===== config.mk =====
export PLATFORM = sky130hd
export DESIGN_NAME = ps2_fifo_ext_flat
export DESIGN_NICKNAME = d
export VERILOG_FILES = /design/src/rtl/ps2_fifo_pkg.sv /design/src/rtl/ps2_fifo_ext_if.sv /design/src/rtl/ps2_fifo_mem.sv /design/src/rtl/ps2_fifo_ext.sv /design/src/flat_wrapper.sv
export SDC_FILE = /design/constraint.sdc
export NUM_CORES = 1
export LEC_CHECK = 0
export CORE_MARGIN = 1
export CORE_UTILIZATION = 45
export CTS_BUF_LIST = sky130_fd_sc_hd__clkbuf_2
export DETAILED_ROUTE_END_ITERATION = 10
export GPL_TIMING_DRIVEN = 1
export PLACE_DENSITY = 0.77
export SYNTH_ARGS = -nofsm -noshare
export SYNTH_HDL_FRONTEND = slang
export SYNTH_SLANG_ARGS = --single-unit
export TNS_END_PERCENT = 5

===== constraint.sdc =====
create_clock -name clk -period 2.6 [get_ports clk]
set_input_delay 0.78 -clock clk [delete_from_list [all_inputs] [get_ports clk]]
set_output_delay 0.78 -clock clk [all_outputs]
set_load 0.005 [all_outputs]

===== src/rtl/ps2_fifo_pkg.sv =====
// Shared constants and helpers for the PS2 / 8051 receive FIFO.
package ps2_fifo_pkg;

  localparam int unsigned PS2_FIFO_DEPTH_DEFAULT = 8;
  localparam int unsigned PS2_FIFO_WIDTH_DEFAULT = 8;

  // Occupancy counter width: one extra bit so the count can reach DEPTH.
  function automatic int unsigned cnt_width(input int unsigned depth);
    return $clog2(depth) + 1;
  endfunction

endpackage : ps2_fifo_pkg


===== src/rtl/ps2_fifo_ext_if.sv =====
// Writer/reader bus of the receive FIFO; master drives requests, slave is the FIFO.
// PS2_FIFO_HIGH_WATER_EN adds the fifo_high_water status signal.
interface ps2_fifo_ext_if #(
  parameter int unsigned WIDTH = ps2_fifo_pkg::PS2_FIFO_WIDTH_DEFAULT,
  parameter int unsigned CNT_W = ps2_fifo_pkg::cnt_width(ps2_fifo_pkg::PS2_FIFO_DEPTH_DEFAULT)
);

  logic             fifo_flush;
  logic             fifo_write;
  logic [WIDTH-1:0] fifo_data_in;
  logic             fifo_read;
  logic             err_clear;
  logic [WIDTH-1:0] fifo_top_data_out;
  logic             fifo_not_empty;
  logic             fifo_full;
  logic             fifo_almost_full;
  logic             fifo_almost_empty;
  logic [CNT_W-1:0] fifo_count;
  logic             err_overflow;
  logic             err_underflow;
`ifdef PS2_FIFO_HIGH_WATER_EN
  logic [CNT_W-1:0] fifo_high_water;
`endif

  modport master (
    output fifo_flush,
    output fifo_write,
    output fifo_data_in,
    output fifo_read,
    output err_clear,
    input  fifo_top_data_out,
    input  fifo_not_empty,
    input  fifo_full,
    input  fifo_almost_full,
    input  fifo_almost_empty,
    input  fifo_count,
    input  err_overflow,
`ifdef PS2_FIFO_HIGH_WATER_EN
    input  fifo_high_water,
`endif
    input  err_underflow
  );

  modport slave (
    input  fifo_flush,
    input  fifo_write,
    input  fifo_data_in,
    input  fifo_read,
    input  err_clear,
    output fifo_top_data_out,
    output fifo_not_empty,
    output fifo_full,
    output fifo_almost_full,
    output fifo_almost_empty,
    output fifo_count,
    output err_overflow,
`ifdef PS2_FIFO_HIGH_WATER_EN
    output fifo_high_water,
`endif
    output err_underflow
  );

endinterface : ps2_fifo_ext_if


===== src/rtl/ps2_fifo_mem.sv =====
// DEPTH x WIDTH register-file storage: synchronous write, asynchronous read.
module ps2_fifo_mem #(
  parameter int unsigned DEPTH = ps2_fifo_pkg::PS2_FIFO_DEPTH_DEFAULT,
  parameter int unsigned WIDTH = ps2_fifo_pkg::PS2_FIFO_WIDTH_DEFAULT
) (
  input  logic                     clk,
  input  logic                     we,
  input  logic [$clog2(DEPTH)-1:0] waddr,
  input  logic [WIDTH-1:0]         wdata,
  input  logic [$clog2(DEPTH)-1:0] raddr,
  output logic [WIDTH-1:0]         rdata
);

  // Storage is intentionally unreset; contents are only observed once written.
  (* ramstyle = "logic" *) logic [WIDTH-1:0] mem_q [DEPTH];

  always_ff @(posedge clk) begin
    if (we) begin
      mem_q[waddr] <= wdata;
    end
  end

  assign rdata = mem_q[raddr];

endmodule : ps2_fifo_mem


===== src/rtl/ps2_fifo_ext.sv =====
// Show-ahead receive FIFO with exact count, threshold flags, sticky errors and flush.
// Optional PS2_FIFO_HIGH_WATER_EN adds a peak-occupancy tracker (fifo_high_water).
module ps2_fifo_ext
  import ps2_fifo_pkg::*;
#(
  parameter int unsigned DEPTH     = PS2_FIFO_DEPTH_DEFAULT,
  parameter int unsigned WIDTH     = PS2_FIFO_WIDTH_DEFAULT,
  parameter int unsigned AF_THRESH = DEPTH - 2,
  parameter int unsigned AE_THRESH = 1
) (
  input  logic          clk,
  input  logic          reset,
  ps2_fifo_ext_if.slave bus
);

  localparam int unsigned PTR_W = $clog2(DEPTH);
  localparam int unsigned CNT_W = cnt_width(DEPTH);

  if ((DEPTH < 2) || ((DEPTH & (DEPTH - 1)) != 0)) begin : g_bad_depth
    $error("ps2_fifo_ext: DEPTH must be a power of two >= 2");
  end
  if ((AF_THRESH < 1) || (AF_THRESH > DEPTH)) begin : g_bad_af
    $error("ps2_fifo_ext: AF_THRESH must be in 1..DEPTH");
  end
  if (AE_THRESH > DEPTH - 1) begin : g_bad_ae
    $error("ps2_fifo_ext: AE_THRESH must be in 0..DEPTH-1");
  end

  logic [PTR_W-1:0] wr_ptr_q, wr_ptr_d;
  logic [PTR_W-1:0] rd_ptr_q, rd_ptr_d;
  logic [CNT_W-1:0] count_q,  count_d;
  logic             err_ovf_q, err_ovf_d;
  logic             err_udf_q, err_udf_d;
`ifdef PS2_FIFO_HIGH_WATER_EN
  logic [CNT_W-1:0] hw_q, hw_d;
`endif

  logic rd_ok_c;
  logic wr_ok_c;
  logic mem_we_c;
  logic empty_c;
  logic full_c;

  assign empty_c  = (count_q == '0);
  assign full_c   = (count_q == CNT_W'(DEPTH));
  assign rd_ok_c  = bus.fifo_read & ~empty_c;
  // A write into a full FIFO is only legal when a pop frees the slot the same cycle.
  assign wr_ok_c  = bus.fifo_write & (~full_c | rd_ok_c);
  assign mem_we_c = wr_ok_c & ~bus.fifo_flush;

  always_comb begin
    wr_ptr_d  = wr_ptr_q;
    rd_ptr_d  = rd_ptr_q;
    count_d   = count_q;
    err_ovf_d = bus.err_clear ? 1'b0 : err_ovf_q;
    err_udf_d = bus.err_clear ? 1'b0 : err_udf_q;

    if (bus.fifo_flush) begin
      wr_ptr_d = '0;
      rd_ptr_d = '0;
      count_d  = '0;
    end else begin
      if (wr_ok_c) wr_ptr_d = wr_ptr_q + PTR_W'(1);
      if (rd_ok_c) rd_ptr_d = rd_ptr_q + PTR_W'(1);
      count_d = count_q + CNT_W'(wr_ok_c) - CNT_W'(rd_ok_c);
      // Set beats a coincident err_clear.
      if (bus.fifo_write & ~wr_ok_c) err_ovf_d = 1'b1;
      if (bus.fifo_read & empty_c)   err_udf_d = 1'b1;
    end
  end

`ifdef PS2_FIFO_HIGH_WATER_EN
  always_comb begin
    hw_d = hw_q;
    if (bus.err_clear) begin
      hw_d = count_d;
    end else if (count_d > hw_q) begin
      hw_d = count_d;
    end
  end
`endif

  always_ff @(posedge clk or posedge reset) begin
    if (reset) begin
      wr_ptr_q  <= '0;
      rd_ptr_q  <= '0;
      count_q   <= '0;
      err_ovf_q <= 1'b0;
      err_udf_q <= 1'b0;
`ifdef PS2_FIFO_HIGH_WATER_EN
      hw_q      <= '0;
`endif
    end else begin
      wr_ptr_q  <= wr_ptr_d;
      rd_ptr_q  <= rd_ptr_d;
      count_q   <= count_d;
      err_ovf_q <= err_ovf_d;
      err_udf_q <= err_udf_d;
`ifdef PS2_FIFO_HIGH_WATER_EN
      hw_q      <= hw_d;
`endif
    end
  end

  ps2_fifo_mem #(
    .DEPTH (DEPTH),
    .WIDTH (WIDTH)
  ) u_mem (
    .clk   (clk),
    .we    (mem_we_c),
    .waddr (wr_ptr_q),
    .wdata (bus.fifo_data_in),
    .raddr (rd_ptr_q),
    .rdata (bus.fifo_top_data_out)
  );

  // Status flags are pure decodes of the registered count.
  assign bus.fifo_count        = count_q;
  assign bus.fifo_not_empty    = ~empty_c;
  assign bus.fifo_full         = full_c;
  assign bus.fifo_almost_full  = (count_q >= CNT_W'(AF_THRESH));
  assign bus.fifo_almost_empty = (count_q <= CNT_W'(AE_THRESH));
  assign bus.err_overflow      = err_ovf_q;
  assign bus.err_underflow     = err_udf_q;
`ifdef PS2_FIFO_HIGH_WATER_EN
  assign bus.fifo_high_water   = hw_q;
`endif

endmodule : ps2_fifo_ext


===== src/flat_wrapper.sv =====
// flat-port wrapper written by rule: the top's interface ports become plain ports
module ps2_fifo_ext_flat import ps2_fifo_pkg::*;
#(
  parameter int unsigned DEPTH     = PS2_FIFO_DEPTH_DEFAULT,
  parameter int unsigned WIDTH     = PS2_FIFO_WIDTH_DEFAULT,
  parameter int unsigned AF_THRESH = DEPTH - 2,
  parameter int unsigned AE_THRESH = 1
)
  (clk, reset, bus_fifo_flush, bus_fifo_write, bus_fifo_data_in, bus_fifo_read, bus_err_clear, bus_fifo_top_data_out, bus_fifo_not_empty, bus_fifo_full, bus_fifo_almost_full, bus_fifo_almost_empty, bus_fifo_count, bus_err_overflow, bus_err_underflow);
  ps2_fifo_ext_if #(.WIDTH(WIDTH), .CNT_W((ps2_fifo_pkg::cnt_width(DEPTH)))) bus_i ();
  input  logic clk;
  input  logic reset;
  input wire logic [$bits(bus_i.fifo_flush)-1:0] bus_fifo_flush;
  input wire logic [$bits(bus_i.fifo_write)-1:0] bus_fifo_write;
  input wire logic [$bits(bus_i.fifo_data_in)-1:0] bus_fifo_data_in;
  input wire logic [$bits(bus_i.fifo_read)-1:0] bus_fifo_read;
  input wire logic [$bits(bus_i.err_clear)-1:0] bus_err_clear;
  output wire logic [$bits(bus_i.fifo_top_data_out)-1:0] bus_fifo_top_data_out;
  output wire logic [$bits(bus_i.fifo_not_empty)-1:0] bus_fifo_not_empty;
  output wire logic [$bits(bus_i.fifo_full)-1:0] bus_fifo_full;
  output wire logic [$bits(bus_i.fifo_almost_full)-1:0] bus_fifo_almost_full;
  output wire logic [$bits(bus_i.fifo_almost_empty)-1:0] bus_fifo_almost_empty;
  output wire logic [$bits(bus_i.fifo_count)-1:0] bus_fifo_count;
  output wire logic [$bits(bus_i.err_overflow)-1:0] bus_err_overflow;
  output wire logic [$bits(bus_i.err_underflow)-1:0] bus_err_underflow;
  assign bus_i.fifo_flush = bus_fifo_flush;
  assign bus_i.fifo_write = bus_fifo_write;
  assign bus_i.fifo_data_in = bus_fifo_data_in;
  assign bus_i.fifo_read = bus_fifo_read;
  assign bus_i.err_clear = bus_err_clear;
  assign bus_fifo_top_data_out = bus_i.fifo_top_data_out;
  assign bus_fifo_not_empty = bus_i.fifo_not_empty;
  assign bus_fifo_full = bus_i.fifo_full;
  assign bus_fifo_almost_full = bus_i.fifo_almost_full;
  assign bus_fifo_almost_empty = bus_i.fifo_almost_empty;
  assign bus_fifo_count = bus_i.fifo_count;
  assign bus_err_overflow = bus_i.err_overflow;
  assign bus_err_underflow = bus_i.err_underflow;
  ps2_fifo_ext #(.DEPTH(DEPTH), .WIDTH(WIDTH), .AF_THRESH(AF_THRESH), .AE_THRESH(AE_THRESH)) u_core (.clk(clk), .reset(reset), .bus(bus_i));
endmodule

==> flow_metrics.tcl, run 1 <==
set metrics [dict create \
    worst_setup_path_start_kind "flip-flop" \
    slowest_delay_ns 0.49 \
    area_growth_pct 25.2 \
    track_usage 0.184 \
    post_synth_inst_count 198 \
    number_of_top_level_pins 32 \
    regToRegStartpoint "u_core.bus.fifo_count[2]" \
    setup.worst_path.start "u_core.rd_ptr_q[0]" \
    core_region_area_um2 7210 \
    drt_wl_total_um 6580 \
    grt_pass1_vias 1939 \
    syn_area_per_cell_um2 16.9 \
    fin_hold_ws_ns 0.543 \
    p_leak_nw 1.52 \
    critical_path.endpoint_type "output pin" \
    reg2reg_depth 10 \
    timing_worst_setup_path_type "flip-flop to output pin" \
    skew_ns 0.0298 \
    rrSetupSlack_ns 0.24 \
    timing_worst_slew_pin_value_ns 0.819 \
    ctsHoldBuffers 0 \
    post-route-drc-count 0 \
    slew-limit-headroom 0.452 \
    ctsHtreeMaxLevel 3 \
    ys_seq_area_frac 0.665 \
    synth-warning-count 0 \
    fmaxAchievable_mhz 345 \
    worst_hold_path_stage_count 2 \
    clkSlewWorstSetupHoldPaths_ns 0.18 \
    finalCritPeriodShare 1.12 \
    drt_first_iter_violations 145 \
    total_power_mw 3.45 \
    cts_tree "yes" \
    clkSinkCount 76 \
    average_detailed_routed_wire_length_per_instance_um 18.0 \
    ant_nets 0 \
    grt_first_pass_wirelength_um 10000 \
    failed_checks "negative setup slack" \
    setup_viol 8 \
    num_vias 1926 \
    crit_path_max_fanout 4 \
    whs_endpoint "u_core.bus.err_underflow" \
    clock_tree.root_cell "clkbuf_2" \
    syn_nets 223 \
    crit_required_ns 1.82 \
    yosys_register_bits 76 \
    cts_inserted_buffers 9 \
    finalCoreUtilization 0.580 \
    globalRouteOverflowTotal 0 \
    synth-async-reset-ratio 0.158 \
    r2r-end "u_core.bus.fifo_count[2]" \
    hold_viol 0 \
    period_needed_ns 2.90 \
    fin_ws_ns -0.301 \
    arrival_time_of_data_at_the_critical_path_endpoint_ns 2.12 \
    ys_dominant_reg_cell "edfxtp_1" \
    gp_routability_congestion 0.803 \
    row_count 31 \
    outcome "finished, violations left" \
    maximum_number_of_pins_on_one_net_before_global_route_repair 23 \
    die-height_um 88.1 \
    initial_antenna_violation_count 0 \
    port_buffers 31 \
    synth-edff-count 64 \
    horiz_die_dim_um 88.1 \
    min_from "u_core.bus.err_underflow" \
    dpl.hpwl_um 3960 \
    final-max-slew-violation-count 0 \
    ir_worst_vdd_mv 0.432 \
    max-cap-violations 0 \
    finalNetCount 288 \
    clk_path_buf_depth 2 \
    crit_slowest_cell "dfrtp_2" \
    crit_chain "clkbuf_16, buf_8, mux4_2, mux2_4, buf_6" \
    syn-cell-area_um2 3340 \
    detailedRoute.firstPassIterationCount 4 \
    dieArea_um2 7770 \
    cellPowerDensity_nw_per_um2 826 \
    synth_cell_types 42 \
    routed_via_density 5.26 \
    hold_path_class "flip-flop to flip-flop" \
    drive_above_1_share 0.345 \
    unrepaired_setup_endpoints_after_global_routing "yes" \
    insertedDiodeCount 0 \
    clock_latency_ns 0.50 \
    floorplan.initialDensity 0.463 \
]
[cell type report]
class / instances / area, um2
clock buffer: 10 / 50.0
clock inverter: 5 / 53.8
fill: 587 / 3030
inverter: 14 / 52.6
multi-input combinational: 99 / 1060
sequential: 76 / 2220
tap: 99 / 124
timing repair buffer: 63 / 622
[flip-flops by register name, summed over array words and instances, names as in the netlist]
| register | cells |
|---|---|
| u_core.bus.fifo_count | 4 |
| u_core.wr_ptr_q | 3 |
| u_core.u_mem.mem_q | 64 |
| u_core.rd_ptr_q | 3 |
| u_core.bus.err_underflow | 1 |
| u_core.bus.err_overflow | 1 |
[per-stage QoR]
stage	instance area (um2)	TNS, ns	instances	setup WS (ns)
2_1_floorplan	3340	0	198	0.105
3_3_place_gp	3880	-0.866	338	-0.0593
3_5_place_dp	3880	-1.20	338	-0.0889
4_1_cts	4190	-2.67	366	-0.352
5_1_grt	4180	-2.98	366	-0.405
6_report	4180	-2.14	366	-0.301
[cells in the mapped netlist (2+ instances only)]
library cell,n,share of area
a21oi_1,6,0.0090
buf_2,2,0.0030
clkbuf_1,3,0.0034
clkbuf_8,2,0.0082
dfrtp_1,12,0.090
edfxtp_1,64,0.58
ha_1,10,0.037
inv_1,14,0.016
mux2_2,9,0.030
mux4_2,16,0.11
nand2_1,7,0.0079
nand2b_1,5,0.0094
nand3b_1,2,0.0045
nor2_1,9,0.010
nor2b_1,3,0.0056
nor3_1,4,0.0060
nor3b_1,3,0.0067
o21ai_0,2,0.0030
o32ai_1,2,0.0052
[report_power, final]
part / internal (mW) / leakage, nW / switching, mW
clock network: 0.217 / 0.0631 / 0.387
registers: 1.42 / 0.737 / 0.0913
logic: 0.815 / 0.720 / 0.523
total: 2.45 / 1.52 / 1.00
[kinds of logic after synthesis]
group                    Yosys count  synth area share
AO/OA/AOI/OAI                     16            0.0322
XOR/XNOR                           1           0.00262
adder cells (fa/ha/maj)           11            0.0435
buffers and inverters             23            0.0360
flip-flops                        76             0.665
multiplexers                      26             0.141
AND/OR/NAND/NOR                   45            0.0791
[worst max-delay path by stage]
stage | endpoint | slack [ns] | depth (start not counted)
finish | bus_fifo_top_data_out[6] | -0.30 | 5
detailed placement | u_core.bus.fifo_count[2] | -0.09 | 8
floorplan | u_core.u_mem.mem_q[0][0] | 0.11 | 3
global route | bus_fifo_top_data_out[6] | -0.40 | 5
global placement | u_core.bus.fifo_count[1] | -0.06 | 8
CTS | bus_fifo_top_data_out[4] | -0.35 | 5
[placed cells by master, fill, tap and decap left out, types with 3 or more instances in the layout]
cell | Yosys | routed
a21oi_1 | 6 | 6
buf_4 | 1 | 21
buf_6 | 1 | 14
clkbuf_2 | 0 | 11
clkdlybuf4s50_1 | 0 | 19
dfrtp_1 | 12 | 11
dlygate4sd2_1 | 0 | 3
edfxtp_1 | 64 | 64
ha_1 | 10 | 9
inv_1 | 14 | 11
inv_2 | 0 | 3
mux2_4 | 0 | 7
mux4_2 | 16 | 16
nand2_1 | 7 | 7
nand2b_1 | 5 | 5
nor2_1 | 9 | 9
nor2b_1 | 3 | 3
nor3_1 | 4 | 4
[what timing repair did]
item	in CTS	in global routing
gates resized for setup	68	4
gates cloned	1	0
buffers inserted	12	0
setup endpoints to repair	12	11
hold endpoints to repair	0	0
[worst max-delay path: cells and delay by family (launching register included)]
family	cells	cell delay [ns]
multiplexers	2	0.77
flip-flops	1	0.49
buffers and inverters	3	0.39
[metal layers]
metal | share of wire | track usage | wire length [um]
met5 | 0 | 0 | 0
met1 | 0.44 | 0.245 | 2910
met2 | 0.49 | 0.292 | 3250
met3 | 0.042 | 0.0462 | 277
met4 | 0.022 | 0.0733 | 142
Note: power is estimated with default switching activity, not from simulation.
==> run 2, diff against run 1 <==
ABC_CLOCK_PERIOD_IN_PS = 2600   (was not set)
RECOVER_POWER = 25   (was not set)
SLEW_MARGIN = 15   (was not set)
==> flow_metrics.tcl, run 2 (synthesis gave the netlist of run 1 again) <==
set metrics [dict create \
    outcome "finished, violations left" \
    failed_checks "negative setup slack" \
    finalNetCount 288 \
    num_vias 1924 \
    finalSetupTns_ns -2.13 \
    insertedDiodeCount 0 \
    clkSlewWorstSetupHoldPaths_ns 0.18 \
    most-common-layout-cells "edfxtp_1 (64), buf_4 (21), mux4_2 (16)" \
    top_register_by_number_of_flip_flops "u_core.u_mem.mem_q" \
    area_growth_pct 25.2 \
    timing_worst_setup_path_type "flip-flop to output pin" \
    clock_latency_ns 0.50 \
    cts_inserted_buffers 9 \
    floorplan.initialDensity 0.463 \
    detailedRoute.firstPassIterationCount 4 \
    slew-limit-headroom 0.452 \
    dieArea_um2 7770 \
    fillers 587 \
    setup_viol 8 \
    routed_via_density 5.26 \
    cts_tree "yes" \
    hold_path_class "flip-flop to flip-flop" \
    hold_viol 0 \
    fmaxAchievable_mhz 345 \
    core_region_area_um2 7210 \
    arrival_time_of_data_at_the_critical_path_endpoint_ns 2.12 \
    grt_pass1_vias 1939 \
    flip_flop_count_of_the_largest_register_all_copies_and_words_added 64 \
    initial_antenna_violation_count 0 \
    timing_worst_slew_pin_value_ns 0.819 \
    drt_first_iter_violations 145 \
    port_buffers 31 \
    post-route-drc-count 0 \
    fin_ws_ns -0.300 \
    skew_ns 0.0298 \
    dpl.hpwl_um 3960 \
    dp_cells 338 \
    row_count 31 \
    maximum_number_of_pins_on_one_net_before_global_route_repair 23 \
    crit_required_ns 1.82 \
    average_detailed_routed_wire_length_per_instance_um 18.0 \
    gp_routability_congestion 0.803 \
    worst_setup_path_start_kind "flip-flop" \
    grt_first_pass_wirelength_um 10000 \
    finish.cell_count_without_fillers 366 \
    die-height_um 88.1 \
    p_leak_nw 1.52 \
    crit_path_max_fanout 4 \
    multi_input_area_um2 1060 \
    cellPowerDensity_nw_per_um2 825 \
    track_usage 0.184 \
    ir_worst_vdd_mv 0.432 \
    storage_cell_area_um2 2220 \
    clock_tree.root_cell "clkbuf_2" \
    clkSinkCount 76 \
    critical_path.endpoint_type "output pin" \
    clk_path_buf_depth 2 \
    layout.cells.most_common "edfxtp_1" \
    period_needed_ns 2.90 \
    fin_hold_ws_ns 0.542 \
    finalCritPeriodShare 1.12 \
    ctsHtreeMaxLevel 3 \
    ctsHoldBuffers 0 \
    unrepaired_setup_endpoints_after_global_routing "yes" \
    number_of_top_level_pins 32 \
    drt_wl_total_um 6570 \
    globalRouteOverflowTotal 0 \
    finalCoreUtilization 0.580 \
    final-max-slew-violation-count 0 \
    ant_nets 0 \
    drive_above_1_share 0.345 \
    horiz_die_dim_um 88.1 \
    max-cap-violations 0 \
]
run 2: changes by cell type in the layout (fill, tap and decap cells not counted):
cell and delta:
clkdlybuf4s50_1 -7, dlygate4sd3_1 +7
run 2: final cells by class:
class | instances | share of cell area
inverters | 14 | 0.0126
multi-input cells | 99 | 0.253
flip-flops and latches | 76 | 0.532
clock inverters | 5 | 0.0129
well taps | 99 | 0.0296
repair buffers | 63 | 0.149
clock buffers | 10 | 0.0120
run 2: worst paths after layout:
path / startpoint / end / slack, ns / cells past startpoint
max reg2reg: u_core.bus.fifo_count[2] / u_core.bus.fifo_count[2] / 0.24 / 10
min: u_core.bus.err_underflow / u_core.bus.err_underflow / 0.54 / 2
max: u_core.rd_ptr_q[0] / bus_fifo_top_data_out[6] / -0.30 / 5
max in group asynchronous: reset / u_core.rd_ptr_q[0] / 1.51 / 2
min reg2reg: u_core.bus.err_underflow / u_core.bus.err_underflow / 0.54 / 2
min in group asynchronous: reset / u_core.wr_ptr_q[1] / 0.73 / 2
run 2: timing repair:
action	CTS	global route
gates cloned	1	0
endpoints found under the setup margin	12	11
resized for setup	68	4
buffers inserted	12	0
run 2: power by group:
group / internal (mW) / leakage, nW / switching (mW) / total, mW
clock: 0.217 / 0.0631 / 0.387 / 0.604
sequential: 1.42 / 0.737 / 0.0912 / 1.51
combinational: 0.813 / 0.722 / 0.523 / 1.34
run 2: per-layer routing:
layer  up-vias  global-route usage  share of wire
li1        895                   -              -
met1       975               0.245           0.44
met2        42               0.292           0.50
met3        12              0.0462          0.043
met4         0              0.0733          0.020
met5         -                   0              0
run 2: metrics by stage:
step | power, mW | instance area, um2 | setup WS, ns
floorplan | 2.15 | 3340 | 0.105
global placement | 2.60 | 3880 | -0.0593
detailed placement | 2.63 | 3880 | -0.0889
CTS | 3.46 | 4190 | -0.352
global route | 3.64 | 4180 | -0.405
finish | 3.45 | 4180 | -0.300
run 2: critical path, stage by stage, from the launching register on:
cell       delay (ns)
dfrtp_2          0.49
clkbuf_16        0.17
buf_8            0.10
mux4_2           0.48
mux2_4           0.29
buf_6            0.12
